**config.mk**
```make
export PLATFORM = sky130hd
export DESIGN_NAME = dual_shared_divider_flat
export DESIGN_NICKNAME = d
export VERILOG_FILES = /design/src/rtl/dual_shared_divider_if.sv /design/src/rtl/dual_shared_divider.sv /design/src/flat_wrapper.sv
export SDC_FILE = /design/constraint.sdc
export NUM_CORES = 1
export LEC_CHECK = 0
export ABC_AREA = 1
export BUFFER_PORTS_ARGS = -buffer_cell sky130_fd_sc_hd__clkbuf_2
export CAP_MARGIN = 40
export CORE_MARGIN = 4
export CORE_UTILIZATION = 54
export DETAILED_ROUTE_END_ITERATION = 10
export HOLD_SLACK_MARGIN = 0.08
export PLACE_DENSITY = 0.77
export SLEW_MARGIN = 40
export SYNTH_ARGS = -nofsm -noshare
export SYNTH_HDL_FRONTEND = slang
export SYNTH_SLANG_ARGS = --single-unit
```
**constraint.sdc**
```tcl
create_clock -name clk -period 2.1 [get_ports clk]
set_input_delay 0.105 -clock clk [delete_from_list [all_inputs] [get_ports clk]]
set_output_delay 0.105 -clock clk [all_outputs]
set_load 0.005 [all_outputs]
```
**src/rtl/dual_shared_divider_if.sv**
```systemverilog
// Operand/result handshake bundle for dual_shared_divider.
// The producer/consumer side uses the master modport; the divider uses slave.
interface dual_shared_divider_if #(
  parameter int DVD_W = 23,
  parameter int DVS_W = 11,
  parameter int QUO_W = 12
);
  logic                     in_valid;
  logic                     in_ready;
  logic signed [DVD_W-1:0]  dvd0;
  logic signed [DVD_W-1:0]  dvd1;
  logic        [DVS_W-1:0]  dvs;
  logic                     out_valid;
  logic                     out_ready;
  logic signed [QUO_W-1:0]  quo0;
  logic signed [QUO_W-1:0]  quo1;
  logic signed [QUO_W-1:0]  rem0;
  logic signed [QUO_W-1:0]  rem1;
  logic                     ovf0;
  logic                     ovf1;
  logic                     dz;

  modport master (
    output in_valid, dvd0, dvd1, dvs, out_ready,
    input  in_ready, out_valid, quo0, quo1, rem0, rem1, ovf0, ovf1, dz
  );

  modport slave (
    input  in_valid, dvd0, dvd1, dvs, out_ready,
    output in_ready, out_valid, quo0, quo1, rem0, rem1, ovf0, ovf1, dz
  );
endinterface

```
**src/rtl/dual_shared_divider.sv**
```systemverilog
// Two-lane iterative restoring divider: two signed dividends over one shared unsigned divisor.
// Define DUAL_DIV_REM_EN to produce signed remainders; otherwise rem0/rem1 are tied to 0.
module dual_shared_divider #(
  parameter int DVD_W = 23,
  parameter int DVS_W = 11,
  parameter int QUO_W = 12
) (
  input  logic                 clk,
  input  logic                 rst_n,
  dual_shared_divider_if.slave bus
);

  localparam int CNT_W = $clog2(QUO_W);
  localparam logic signed [QUO_W-1:0] QMAX = {1'b0, {(QUO_W-1){1'b1}}};
  localparam logic signed [QUO_W-1:0] QMIN = {1'b1, {(QUO_W-1){1'b0}}};

  typedef enum logic [1:0] {IDLE, CALC, FIX, DONE} state_t;

  typedef struct packed {
    logic                    ovf;
    logic signed [QUO_W-1:0] q;
  } quo_res_t;

  function automatic logic [DVD_W-1:0] abs_mag(input logic signed [DVD_W-1:0] v);
    logic [DVD_W-1:0] m;
    m = v[DVD_W-1] ? -v : v;
    return m;
  endfunction

  // One restoring step: shift the next dividend bit into the partial remainder,
  // subtract the divisor if it fits, and shift the quotient bit in from the right.
  function automatic logic [DVS_W+QUO_W:0] div_step(input logic [DVS_W:0]   pr,
                                                    input logic [QUO_W-1:0] sh,
                                                    input logic [DVS_W-1:0] d);
    logic [DVS_W:0] t;
    logic           qb;
    t  = {pr[DVS_W-1:0], sh[QUO_W-1]};
    qb = (t >= {1'b0, d});
    if (qb) t = t - {1'b0, d};
    return {t, sh[QUO_W-2:0], qb};
  endfunction

  // Sign application and saturation of a quotient magnitude.
  function automatic quo_res_t fix_quo(input logic neg, input logic hi, input logic zdiv,
                                       input logic [QUO_W-1:0] qm);
    quo_res_t res;
    res.ovf = 1'b0;
    res.q   = '0;
    if (zdiv) begin
      res.q = neg ? QMIN : QMAX;
    end else if (!neg) begin
      if (hi || qm[QUO_W-1]) begin
        res.ovf = 1'b1;
        res.q   = QMAX;
      end else begin
        res.q = qm;
      end
    end else begin
      if (hi || (qm[QUO_W-1] && |qm[QUO_W-2:0])) begin
        res.ovf = 1'b1;
        res.q   = QMIN;
      end else begin
        res.q = -qm;
      end
    end
    return res;
  endfunction

`ifdef DUAL_DIV_REM_EN
  function automatic logic signed [QUO_W-1:0] fix_rem(input logic neg, input logic zero,
                                                      input logic [DVS_W:0] rm);
    logic [QUO_W-1:0] mr;
    mr = QUO_W'(rm);
    if (zero) return '0;
    return neg ? -mr : mr;
  endfunction
`endif

  state_t           state, state_nxt;
  logic [CNT_W-1:0] cnt;
  logic             accept;
  logic [DVD_W-1:0] mag0, mag1;

  logic [DVS_W-1:0] dvs_p0;
  logic             sgn0_p0, sgn1_p0;
  logic             hi0_p0, hi1_p0;
  logic [DVS_W:0]   pr0_p1, pr1_p1;
  logic [QUO_W-1:0] sh0_p1, sh1_p1;

  logic signed [QUO_W-1:0] quo0_p2, quo1_p2;
  logic                    ovf0_p2, ovf1_p2, dz_p2;
  quo_res_t                res0, res1;
  logic                    zdiv;

  assign accept = bus.in_valid && (state == IDLE);
  assign mag0   = abs_mag(bus.dvd0);
  assign mag1   = abs_mag(bus.dvd1);

  always_ff @(posedge clk or negedge rst_n) begin
    if (!rst_n) begin
      state <= IDLE;
      cnt   <= '0;
    end else begin
      state <= state_nxt;
      if (accept)              cnt <= '0;
      else if (state == CALC)  cnt <= cnt + 1'b1;
    end
  end

  always_comb begin
    state_nxt = state;
    case (state)
      IDLE: if (bus.in_valid)                          state_nxt = CALC;
      CALC: if (cnt == CNT_W'(QUO_W-1))                state_nxt = FIX;
      FIX:                                             state_nxt = DONE;
      DONE: if (bus.out_ready)                         state_nxt = IDLE;
      default:                                         state_nxt = IDLE;
    endcase
  end

  // Stage p0/p1: operand capture, then QUO_W shared-divisor iterations.
  // The dividend's top bits seed the remainder; if they already reach the divisor
  // the quotient magnitude needs more than QUO_W bits and the lane is flagged hi.
  always_ff @(posedge clk) begin
    if (accept) begin
      dvs_p0  <= bus.dvs;
      sgn0_p0 <= bus.dvd0[DVD_W-1];
      sgn1_p0 <= bus.dvd1[DVD_W-1];
      hi0_p0  <= (mag0[DVD_W-1:QUO_W] >= bus.dvs);
      hi1_p0  <= (mag1[DVD_W-1:QUO_W] >= bus.dvs);
      pr0_p1  <= {1'b0, mag0[DVD_W-1:QUO_W]};
      pr1_p1  <= {1'b0, mag1[DVD_W-1:QUO_W]};
      sh0_p1  <= mag0[QUO_W-1:0];
      sh1_p1  <= mag1[QUO_W-1:0];
    end else if (state == CALC) begin
      {pr0_p1, sh0_p1} <= div_step(pr0_p1, sh0_p1, dvs_p0);
      {pr1_p1, sh1_p1} <= div_step(pr1_p1, sh1_p1, dvs_p0);
    end
  end

  assign zdiv = (dvs_p0 == '0);
  assign res0 = fix_quo(sgn0_p0, hi0_p0, zdiv, sh0_p1);
  assign res1 = fix_quo(sgn1_p0, hi1_p0, zdiv, sh1_p1);

  // Stage p2: signed, saturated results held until the next FIX.
  always_ff @(posedge clk or negedge rst_n) begin
    if (!rst_n) begin
      quo0_p2 <= '0;
      quo1_p2 <= '0;
      ovf0_p2 <= 1'b0;
      ovf1_p2 <= 1'b0;
      dz_p2   <= 1'b0;
    end else if (state == FIX) begin
      quo0_p2 <= res0.q;
      quo1_p2 <= res1.q;
      ovf0_p2 <= res0.ovf;
      ovf1_p2 <= res1.ovf;
      dz_p2   <= zdiv;
    end
  end

`ifdef DUAL_DIV_REM_EN
  logic signed [QUO_W-1:0] rem0_p2, rem1_p2;

  always_ff @(posedge clk or negedge rst_n) begin
    if (!rst_n) begin
      rem0_p2 <= '0;
      rem1_p2 <= '0;
    end else if (state == FIX) begin
      rem0_p2 <= fix_rem(sgn0_p0, zdiv | res0.ovf, pr0_p1);
      rem1_p2 <= fix_rem(sgn1_p0, zdiv | res1.ovf, pr1_p1);
    end
  end

  assign bus.rem0 = rem0_p2;
  assign bus.rem1 = rem1_p2;
`else
  assign bus.rem0 = '0;
  assign bus.rem1 = '0;
`endif

  assign bus.in_ready  = (state == IDLE);
  assign bus.out_valid = (state == DONE);
  assign bus.quo0      = quo0_p2;
  assign bus.quo1      = quo1_p2;
  assign bus.ovf0      = ovf0_p2;
  assign bus.ovf1      = ovf1_p2;
  assign bus.dz        = dz_p2;

endmodule

```
**src/flat_wrapper.sv**
```systemverilog
// flat-port wrapper written by rule: the top's interface ports become plain ports
module dual_shared_divider_flat 
#(
  parameter int DVD_W = 23,
  parameter int DVS_W = 11,
  parameter int QUO_W = 12
)
  (clk, rst_n, bus_in_valid, bus_dvd0, bus_dvd1, bus_dvs, bus_out_ready, bus_in_ready, bus_out_valid, bus_quo0, bus_quo1, bus_rem0, bus_rem1, bus_ovf0, bus_ovf1, bus_dz);
  dual_shared_divider_if #(.DVD_W(DVD_W), .DVS_W(DVS_W), .QUO_W(QUO_W)) bus_i ();
  input  logic clk;
  input  logic rst_n;
  input wire logic [$bits(bus_i.in_valid)-1:0] bus_in_valid;
  input wire logic [$bits(bus_i.dvd0)-1:0] bus_dvd0;
  input wire logic [$bits(bus_i.dvd1)-1:0] bus_dvd1;
  input wire logic [$bits(bus_i.dvs)-1:0] bus_dvs;
  input wire logic [$bits(bus_i.out_ready)-1:0] bus_out_ready;
  output wire logic [$bits(bus_i.in_ready)-1:0] bus_in_ready;
  output wire logic [$bits(bus_i.out_valid)-1:0] bus_out_valid;
  output wire logic [$bits(bus_i.quo0)-1:0] bus_quo0;
  output wire logic [$bits(bus_i.quo1)-1:0] bus_quo1;
  output wire logic [$bits(bus_i.rem0)-1:0] bus_rem0;
  output wire logic [$bits(bus_i.rem1)-1:0] bus_rem1;
  output wire logic [$bits(bus_i.ovf0)-1:0] bus_ovf0;
  output wire logic [$bits(bus_i.ovf1)-1:0] bus_ovf1;
  output wire logic [$bits(bus_i.dz)-1:0] bus_dz;
  assign bus_i.in_valid = bus_in_valid;
  assign bus_i.dvd0 = bus_dvd0;
  assign bus_i.dvd1 = bus_dvd1;
  assign bus_i.dvs = bus_dvs;
  assign bus_i.out_ready = bus_out_ready;
  assign bus_in_ready = bus_i.in_ready;
  assign bus_out_valid = bus_i.out_valid;
  assign bus_quo0 = bus_i.quo0;
  assign bus_quo1 = bus_i.quo1;
  assign bus_rem0 = bus_i.rem0;
  assign bus_rem1 = bus_i.rem1;
  assign bus_ovf0 = bus_i.ovf0;
  assign bus_ovf1 = bus_i.ovf1;
  assign bus_dz = bus_i.dz;
  dual_shared_divider #(.DVD_W(DVD_W), .DVS_W(DVS_W), .QUO_W(QUO_W)) u_core (.clk(clk), .rst_n(rst_n), .bus(bus_i));
endmodule
```
==> impl_summary.md, run 1 <==
Route
The number of optimization iterations in the first detailed-route pass is 5. Detailed routing inserted a total of 8,268 vias. In the routed design, unresolved DRC markers number 0.

The routed wire length per instance is ~16 um. After the first detailed-routing iteration, the DRC count stood at between 800 and 900. Once detail routing completed, the nets flagged for antenna violations numbered 0. The via-per-instance ratio is 5.46.

The wire length reported by the detailed router is ~24,000 um.

Global routing
The initial antenna violation count is 0. After global routing the overflow that remains totals 0. The wire length of the first global-routing pass is 37,400 um. Entering global routing, the biggest net connects 47 pins. The number of global-route vias before repair is 7,580. The overall fraction of global-route tracks in use is between 20% and 30%.

Layout
At the end of the flow, the number of nets in the layout was about 1,400. The leading cell type in the layout, fill and taps excluded is nand2_1. In the layout the commonest cells are nand2_1, inv_1, nor2_1.

The footprint of the flip-flops and latches is around 2700 um2. The repair_antennas step left the layout with diodes totalling 0. The area growth from synthesis to final layout is 18.8%.

The post-route cell area is 9920 um2. Fill cells in the final layout number 1,319. The area of the multi-input gates is about 5000 um2. Cells with a size suffix above 1 make up 20.0% of the layout.

Power
Net switching is 46.4% of the power. The internal power is roughly 7.5 mW. The net switching power is ~6.5 mW. Dividing total power by cell area gives a power density of about 1400 nW/um2. Combinational logic is responsible for 59.9% of the overall power.

The total power is 13.9 mW. In this run, the clock network consumes 11.9% of the power. The analysis attributes to cell leakage a power of 5.02 nW. The highest ir drop seen on vdd is about 0.74 mV. The share of power burned in registers is 28.2%.

Floorplan
The starting density of the core is 55.0%. The site row count is 45. The chip width is 132 um. The floorplan step set the die height to 132 um.

For this design the top-level I/O count stands at ~110. The die outline area is 17,500 um2. The area inside the core boundary is 15,200 um2.

Logic synthesis
In this run, synthesis inferred around 60 flip-flops with an integrated enable. The async set-reset flop share out of synthesis is 35.1%. After synthesis, the cell types taking the most area are edfxtp_1, nand2_1, dfrtp_1, ha_1, inv_1. The average instance area after synthesis is 7.11 um2. Synthesis produced between 1,000 and 1,500 cells. The synthesis warning total is 0.

The primary flip-flop cell chosen by synthesis mapping is edfxtp_1. Counting distinct cell types in the post-synthesis netlist gives 45. The area of the mapped netlist is 8360 um2. The share of synthesized area occupied by flip-flops and latches is 31.8%. The number of register bits inferred by synthesis is 94. The library cell with the largest summed area after synthesis is edfxtp_1. The area share of the largest cell type after synthesis is 21.9%.

Placement
The number of buffers inserted by port buffering is just under 90. Summed over all nets, the half-perimeter wirelength after detailed placement is 18,200 um. Timing analysis after detailed placement gives a worst setup slack of -0.0847 ns. Once placement finished, the instance area stood at 9260 um2.

The congestion estimate from routability-driven global placement came to 0.960.

Clock network
The clock tree buffer depth is 2. CTS built an H-tree with a depth of 3. The root cell of the clock tree is clkbuf_16. The total clock buffers created by CTS is 9. The clock drives between 90 and 100 sinks. After clock tree synthesis, the clock-pin slew on the worst setup and hold paths is ~0.07 ns. The clock tree from TritonCTS is built.

For the worst-skew pair, the clock arrives at the later sink with an insertion delay of 0.35 ns.

Flow run
Max-cap violations in this run came to 0.

Timing
The part of the cycle the worst path needs is 101%. The worst setup margin is -0.0107 ns. The clock skew is about 0.011 ns. Derived from the worst setup path, the maximum achievable clock frequency is 474 MHz. The count of endpoints failing hold in the final timing report is 0. The total count of max-transition violations in the final report is 0. The shortest clock period the worst path allows after layout is between 2 and 2.5 ns. Setup violations remaining at the end of the flow were counted as 4. The sum of negative setup slack is -0.0315 ns. The actual slew at the worst max-slew pin is 0.682 ns. Setup repair after global routing could not meet its margin everywhere. The worst relative slew slack is 54.3%.

Critical path
The worst setup path is of the register to register kind. The count of cells along the worst register-to-register path is 10. The endpoint of the worst register-to-register path is u_core.pr0_p1[10].

STA puts the critical path data required time at around 2.2 ns. The startpoint identified for the worst register-to-register timing path is u_core.dvs_p0[10]. The nature of the critical path startpoint is a register.

The nature of the critical path endpoint is a register. The worst register-to-register path has a setup slack of -0.01 ns. The maximum fanout along the worst path is 7. The worst path arrival time is 2.22 ns.

Hold path
The source of the worst hold timing path is bus_out_ready. The worst hold path was traced through 5 stages. The min-delay analysis places its worst path in the category input pin to register.

The worst hold path terminates at u_core.state[1].

Status
The checks that failed: negative setup slack. The run finished, with violations left.
==> power by group through the flow <==
stage | Clock [mW] | Combinational (mW) | Sequential, mW
2_1_floorplan | 0 | 5.40 | 3.81
3_3_place_gp | 0 | 7.40 | 3.91
3_5_place_dp | 0 | 7.57 | 3.94
4_1_cts | 1.68 | 7.71 | 3.90
5_1_grt | 1.74 | 9.36 | 4.03
6_report | 1.66 | 8.35 | 3.93
==> cell families after synthesis <==
family                   Yosys count  synth area share [%]
AND/OR/NAND/NOR                  633                  35.0
flip-flops                        94                  31.8
XOR/XNOR                          50                  5.33
adder cells (fa/ha/maj)           55                  8.41
buffers and inverters            224                  11.7
other                              1                0.0449
AO/OA/AOI/OAI                    119                  7.67
==> Yosys cell counts (4+ instances only) <==
| library cell | number |
|---|---|
| buf_2 | 12 |
| buf_6 | 4 |
| edfxtp_1 | 61 |
| nand2_2 | 10 |
| a21boi_0 | 4 |
| clkbuf_1 | 11 |
| nand3b_1 | 7 |
| nand4_1 | 51 |
| dfrtp_1 | 33 |
| a21oi_1 | 20 |
| nor2_2 | 6 |
| inv_2 | 8 |
| o21ai_0 | 69 |
| o21ai_1 | 16 |
| nor2_1 | 101 |
| inv_1 | 163 |
| nand2_1 | 316 |
| ha_1 | 53 |
| buf_4 | 25 |
| nor2_4 | 4 |
| nand3_1 | 99 |
| xnor2_1 | 10 |
| nand3_2 | 12 |
| nor3_1 | 9 |
| xor2_1 | 39 |
==> cell type report <==
cell class / count / area share (%)
multi-input combinational: 883 / 50.4
sequential: 94 / 26.8
timing repair buffer: 163 / 11.0
inverter: 171 / 6.47
clock buffer: 11 / 2.56
tap: 188 / 2.37
clock inverter: 5 / 0.391
==> registers in the layout, indices dropped and copies added, names as in the netlist <==
name / count
u_core.bus.dz: 1
u_core.bus.ovf0: 1
u_core.bus.ovf1: 1
u_core.bus.quo0: 12
u_core.bus.quo1: 12
u_core.cnt: 4
u_core.dvs_p0: 11
u_core.hi0_p0: 1
u_core.hi1_p0: 1
u_core.pr0_p1: 11
u_core.pr1_p1: 11
u_core.sgn0_p0: 1
u_core.sgn1_p0: 1
u_core.sh0_p1: 12
u_core.sh1_p1: 12
u_core.state: 2
==> metrics by stage <==
step           utilization (%)  hold WS (ns)  std cells
3_3_place_gp              60.9         0.247       1480
2_1_floorplan                -        -0.191       1199
5_1_grt                   65.3         0.181       1515
3_5_place_dp              60.9         0.118       1480
6_report                  65.3         0.160       1515
4_1_cts                   63.8         0.160       1509
==> worst max path at each step <==
stage	cells after the start	slack, ns	start	end
6_report	10	-0.01	u_core.dvs_p0[10]	u_core.pr0_p1[10]
5_1_grt	10	-0.12	u_core.dvs_p0[10]	u_core.pr0_p1[2]
4_1_cts	11	0.001	u_core.dvs_p0[0]	u_core.pr1_p1[2]
3_5_place_dp	14	-0.08	bus_dvd0[0]	u_core.hi0_p0
3_3_place_gp	14	0.002	bus_dvd0[0]	u_core.hi0_p0
2_1_floorplan	12	0.04	u_core.sh1_p1[11]	u_core.pr1_p1[4]
==> worst max-delay path, stage by stage (launching register included) <==
cell	delay [ns]
edfxtp_1	0.38
inv_1	0.11
ha_1	0.42
nand2_1	0.09
nor2_1	0.18
nand3_1	0.19
nand4_4	0.16
buf_8	0.16
nand3_2	0.08
nand3_2	0.06
nand2_1	0.04
==> what timing repair did <==
item | in CTS | in global routing
hold buffers | 12 | 0
cloned | 0 | 2
hold endpoints to repair | 44 | 0
setup endpoints to repair | 5 | 27
pin swaps | 0 | 8
gates resized for setup | 3 | 51
setup buffers | 1 | 4
==> layer usage <==
| metal | global-route usage, % | wire length, um | vias to the layer above |
|---|---|---|---|
| met5 | 0 | 0 | - |
| met4 | 9.24 | 724 | 0 |
| met3 | 5.95 | 2090 | 47 |
| met2 | 39.9 | 10500 | 377 |
| met1 | 36.6 | 10300 | 3746 |
| li1 | - | - | 4098 |
Note: power is estimated with default switching activity, not from simulation.
==> inputs of run 2 (changes only) <==
- CORE_MARGIN: 4 -> 1.5
==> run 2 against run 1 <==
The flow still finishes with violations (negative setup slack). Sequential cell count stayed put. Global-route usage is 2.4 points higher. Highest routed layer unchanged. Via count is 1.1% higher. Routed wire length is 1.5% lower. First-iteration DRC count is 13% lower. Sequential power hardly changed. Critical path depth is 1 higher.
==> impl_summary.md, run 2 (synthesis gave the netlist of run 1 again) <==
Hold path
The depth of the worst hold-timing path is 4 (was 5). The class of the tightest hold or removal check is input pin to register (unchanged). The endpoint with the worst hold slack was u_core.state[0] (was u_core.state[1]). The source of the worst hold timing path is bus_out_ready (unchanged).

Global routing
The number of global-route vias before repair is 7,450 (was 7,580). The overall fraction of global-route tracks in use came to 28.5% (was 26.1%). The wire length of the first global-routing pass was 36,600 um (was 37,400 um). The initial antenna violation count came to 0 (unchanged). The largest net degree at the start of global routing came to 47 (unchanged). The residual overflow from global routing is 0 (unchanged).

Clock network
The clock tree from TritonCTS was built (unchanged). The number of levels in the clock H-tree is 3 (unchanged). The number of sinks handled by clock tree synthesis is 94 (unchanged).

The total clock buffers created by CTS is 9 (unchanged). The clock network latency to the later pin of the worst-skew pair is 0.36 ns (was 0.35 ns). The clock tree buffer depth is 2 (unchanged). The root cell of the clock tree is clkbuf_16 (unchanged). The clock-pin transition on the worst setup and hold timing paths is 0.07 ns (about the same).

Layout
The share of layout cells above drive strength 1 is 18.9% (was 20.0%). The number of nets in the layout is 1,439 (was 1,438). Commonest non-fill, non-tap cells in the layout: nand2_1, inv_1, nor2_1 (unchanged). The number of antenna diodes came to 0 (unchanged). The leading cell type in the layout, fill and taps excluded was nand2_1 (unchanged). The final standard cell count with taps included and fillers excluded is 1,516 (was 1,515). The post-route cell area came to 9860 um2 (was 9920 um2). The area growth from synthesis to final layout is 18.0% (was 18.8%).

Critical path
The family with the most delay on the worst path is adder cells (was simple AND/OR/NAND/NOR gates). The count of cells along the worst register-to-register path was 11 (was 10). The nature of the critical path endpoint is a register (unchanged). The maximum fanout along the worst path is 3 (was 7). The endpoint of the worst register-to-register path is u_core.pr0_p1[8] (was u_core.pr0_p1[10]). The critical path class is register to register (unchanged). The nature of the critical path startpoint is a register (unchanged). The startpoint of the worst register-to-register path is u_core.dvs_p0[0] (was u_core.dvs_p0[10]). The worst endpoint required time is 2.21 ns (about the same). The worst path arrival time is 2.21 ns (was 2.22 ns). The setup slack of the most critical reg-to-reg path was -0.003 ns (was -0.01 ns).

The master of the slowest instance on the critical path is edfxtp_1 (was ha_1). The buffers plus inverters on the worst setup path is 2 (unchanged). The delay of the slowest cell on the worst path is 0.45 ns (was 0.42 ns). The cell that appears most often on the critical path is nand3_1. Cell-by-cell listing of the critical path: ha_2 -> fa_2 -> inv_1 -> nand3_1 -> nand3_2 -> buf_4 -> nand2_1 -> nand3_1 -> nand3_2 -> nand3_1 -> nand2_1 (was inv_1 -> ha_1 -> nand2_1 -> nor2_1 -> nand3_1 -> nand4_4 -> buf_8 -> nand3_2 -> nand3_2 -> nand2_1).

Placement
The total instance count after detailed placement came to 1,482 (was 1,480). The global placement routability congestion is 0.957 (was 0.960). The worst setup slack before clock tree synthesis is -0.106 ns (was -0.0847 ns). The HPWL after detailed placement came to 18,100 um (was 18,200 um). The number of buffers inserted by port buffering is 89 (unchanged). The total placed instance area is 9290 um2 (was 9260 um2).

Route
The total via count in the routed design is 8,355 (was 8,268). The via-per-instance ratio came to 5.51 (was 5.46). The first-iteration detailed-routing DRC count is 709 (was 814).

The wire length reported by the detailed router was 23,300 um (was 23,600 um). The remaining routing DRC violations is 0 (unchanged). The number of nets with antenna violations after routing came to 0 (unchanged). The routed wire length per instance is 15.4 um (was 15.6 um). The number of optimization iterations in the first detailed-route pass is 6 (was 5).

Floorplan
The die outline area is 16,200 um2 (was 17,500 um2). The chip width came to 127 um (was 132 um). The site row count came to 45 (unchanged).

The boundary pin count was 114 (unchanged). The starting density of the core is 55.2% (was 55.0%). The vertical extent of the die is 127 um (was 132 um). The area inside the core boundary is 15,100 um2 (was 15,200 um2).

Status
Failing checks: negative setup slack (unchanged). Run status: complete, but fails checks (unchanged).

Timing
RSZ-0062 raised after global routing: true (unchanged). The fmax is 476 MHz (was 474 MHz). The shortest clock period the worst path allows after layout came to 2.10 ns (was 2.11 ns). The total count of max-transition violations in the final report is 0 (unchanged). The actual slew at the worst max-slew pin is 0.614 ns (was 0.682 ns). The clock skew is 0.0117 ns (was 0.0107 ns). The count of endpoints failing hold in the final timing report is 0 (unchanged). The worst hold slack across all endpoints is 0.152 ns (was 0.160 ns). The final number of setup-violating endpoints came to 1 (was 4). The worst setup margin was -0.00255 ns (was -0.0107 ns). The part of the cycle the worst path needs is 100% (was 101%). The worst relative slew slack is 58.9% (was 54.3%).

Flow run
The max-cap violation count was 0 (unchanged).

Power
The highest ir drop seen on vdd is 0.607 mV (was 0.743 mV). The total power divided by cell area came to 1390 nW/um2 (was 1400 nW/um2). The standby leakage power is 5.00 nW (was 5.02 nW).
## run 2: cell types whose count changed in the layout (fill, tap and decap cells not counted), moves of 3 or more
cell | previous run | this run
buf_4 | 54 | 58
ha_1 | 45 | 49
ha_2 | 7 | 4
nand2_1 | 303 | 310
nand2_2 | 21 | 16
nand3_1 | 89 | 93
nand3_2 | 22 | 18
## run 2: per-layer routing
metal	vias up	global-route usage (%)	part of all wire, %
met5	-	0	0
met4	0	10.6	3.0
met3	57	4.98	7.8
met2	364	45.1	45
met1	3838	39.3	44
li1	4096	-	-
## run 2: worst register-to-register path, delay by kind of cell (launching register included)
kind | cells | cell delay [ns]
adders and majority gates | 2 | 0.58
buffers and inverters | 2 | 0.23
DFF | 1 | 0.45
and+or+nand+nor | 7 | 0.58
## run 2: what timing repair did
action | CTS | global route
setup buffers | 1 | 4
setup endpoints to repair | 13 | 28
resized for setup | 3 | 27
hold buffers | 12 | 0
hold endpoints to repair | 44 | 0
gates cloned | 0 | 1
pin swaps | 0 | 6
## run 2: area by class of cell
type	count	area [um2]
inverters	171	642
repair buffers	165	1110
flip-flops and latches	94	2660
multi-input cells	882	4910
well taps	188	235
clock buffers	12	268
clock inverters	4	32.5
fillers	1340	5290
## run 2: worst max path at each step
stage                       from                to  slack [ns]  cells past startpoint
6_report        u_core.dvs_p0[0]  u_core.pr0_p1[8]      -0.003                     11
5_1_grt         u_core.dvs_p0[0]  u_core.pr0_p1[8]       -0.06                     11
4_1_cts         u_core.dvs_p0[0]  u_core.pr1_p1[3]      -0.006                     11
3_5_place_dp         bus_dvd0[0]     u_core.hi0_p0       -0.11                     12
3_3_place_gp         bus_dvd0[0]     u_core.hi0_p0       -0.03                     12
2_1_floorplan  u_core.sh1_p1[11]  u_core.pr1_p1[4]        0.04                     12
## run 2: power breakdown
group | leakage [nW] | internal (mW) | switching, mW
Clock | 0.151 | 0.924 | 0.779
Sequential | 0.987 | 3.27 | 0.658
Combinational | 3.86 | 3.18 | 4.88
## run 2: per-stage QoR
stage	TNS [ns]	util [%]	total power, mW
2_1_floorplan	0	-	9.21
3_3_place_gp	-0.0255	61.2	11.3
3_5_place_dp	-0.316	61.4	11.5
4_1_cts	-0.00557	64.3	13.3
5_1_grt	-0.231	65.1	14.8
6_report	-0.00255	65.1	13.7
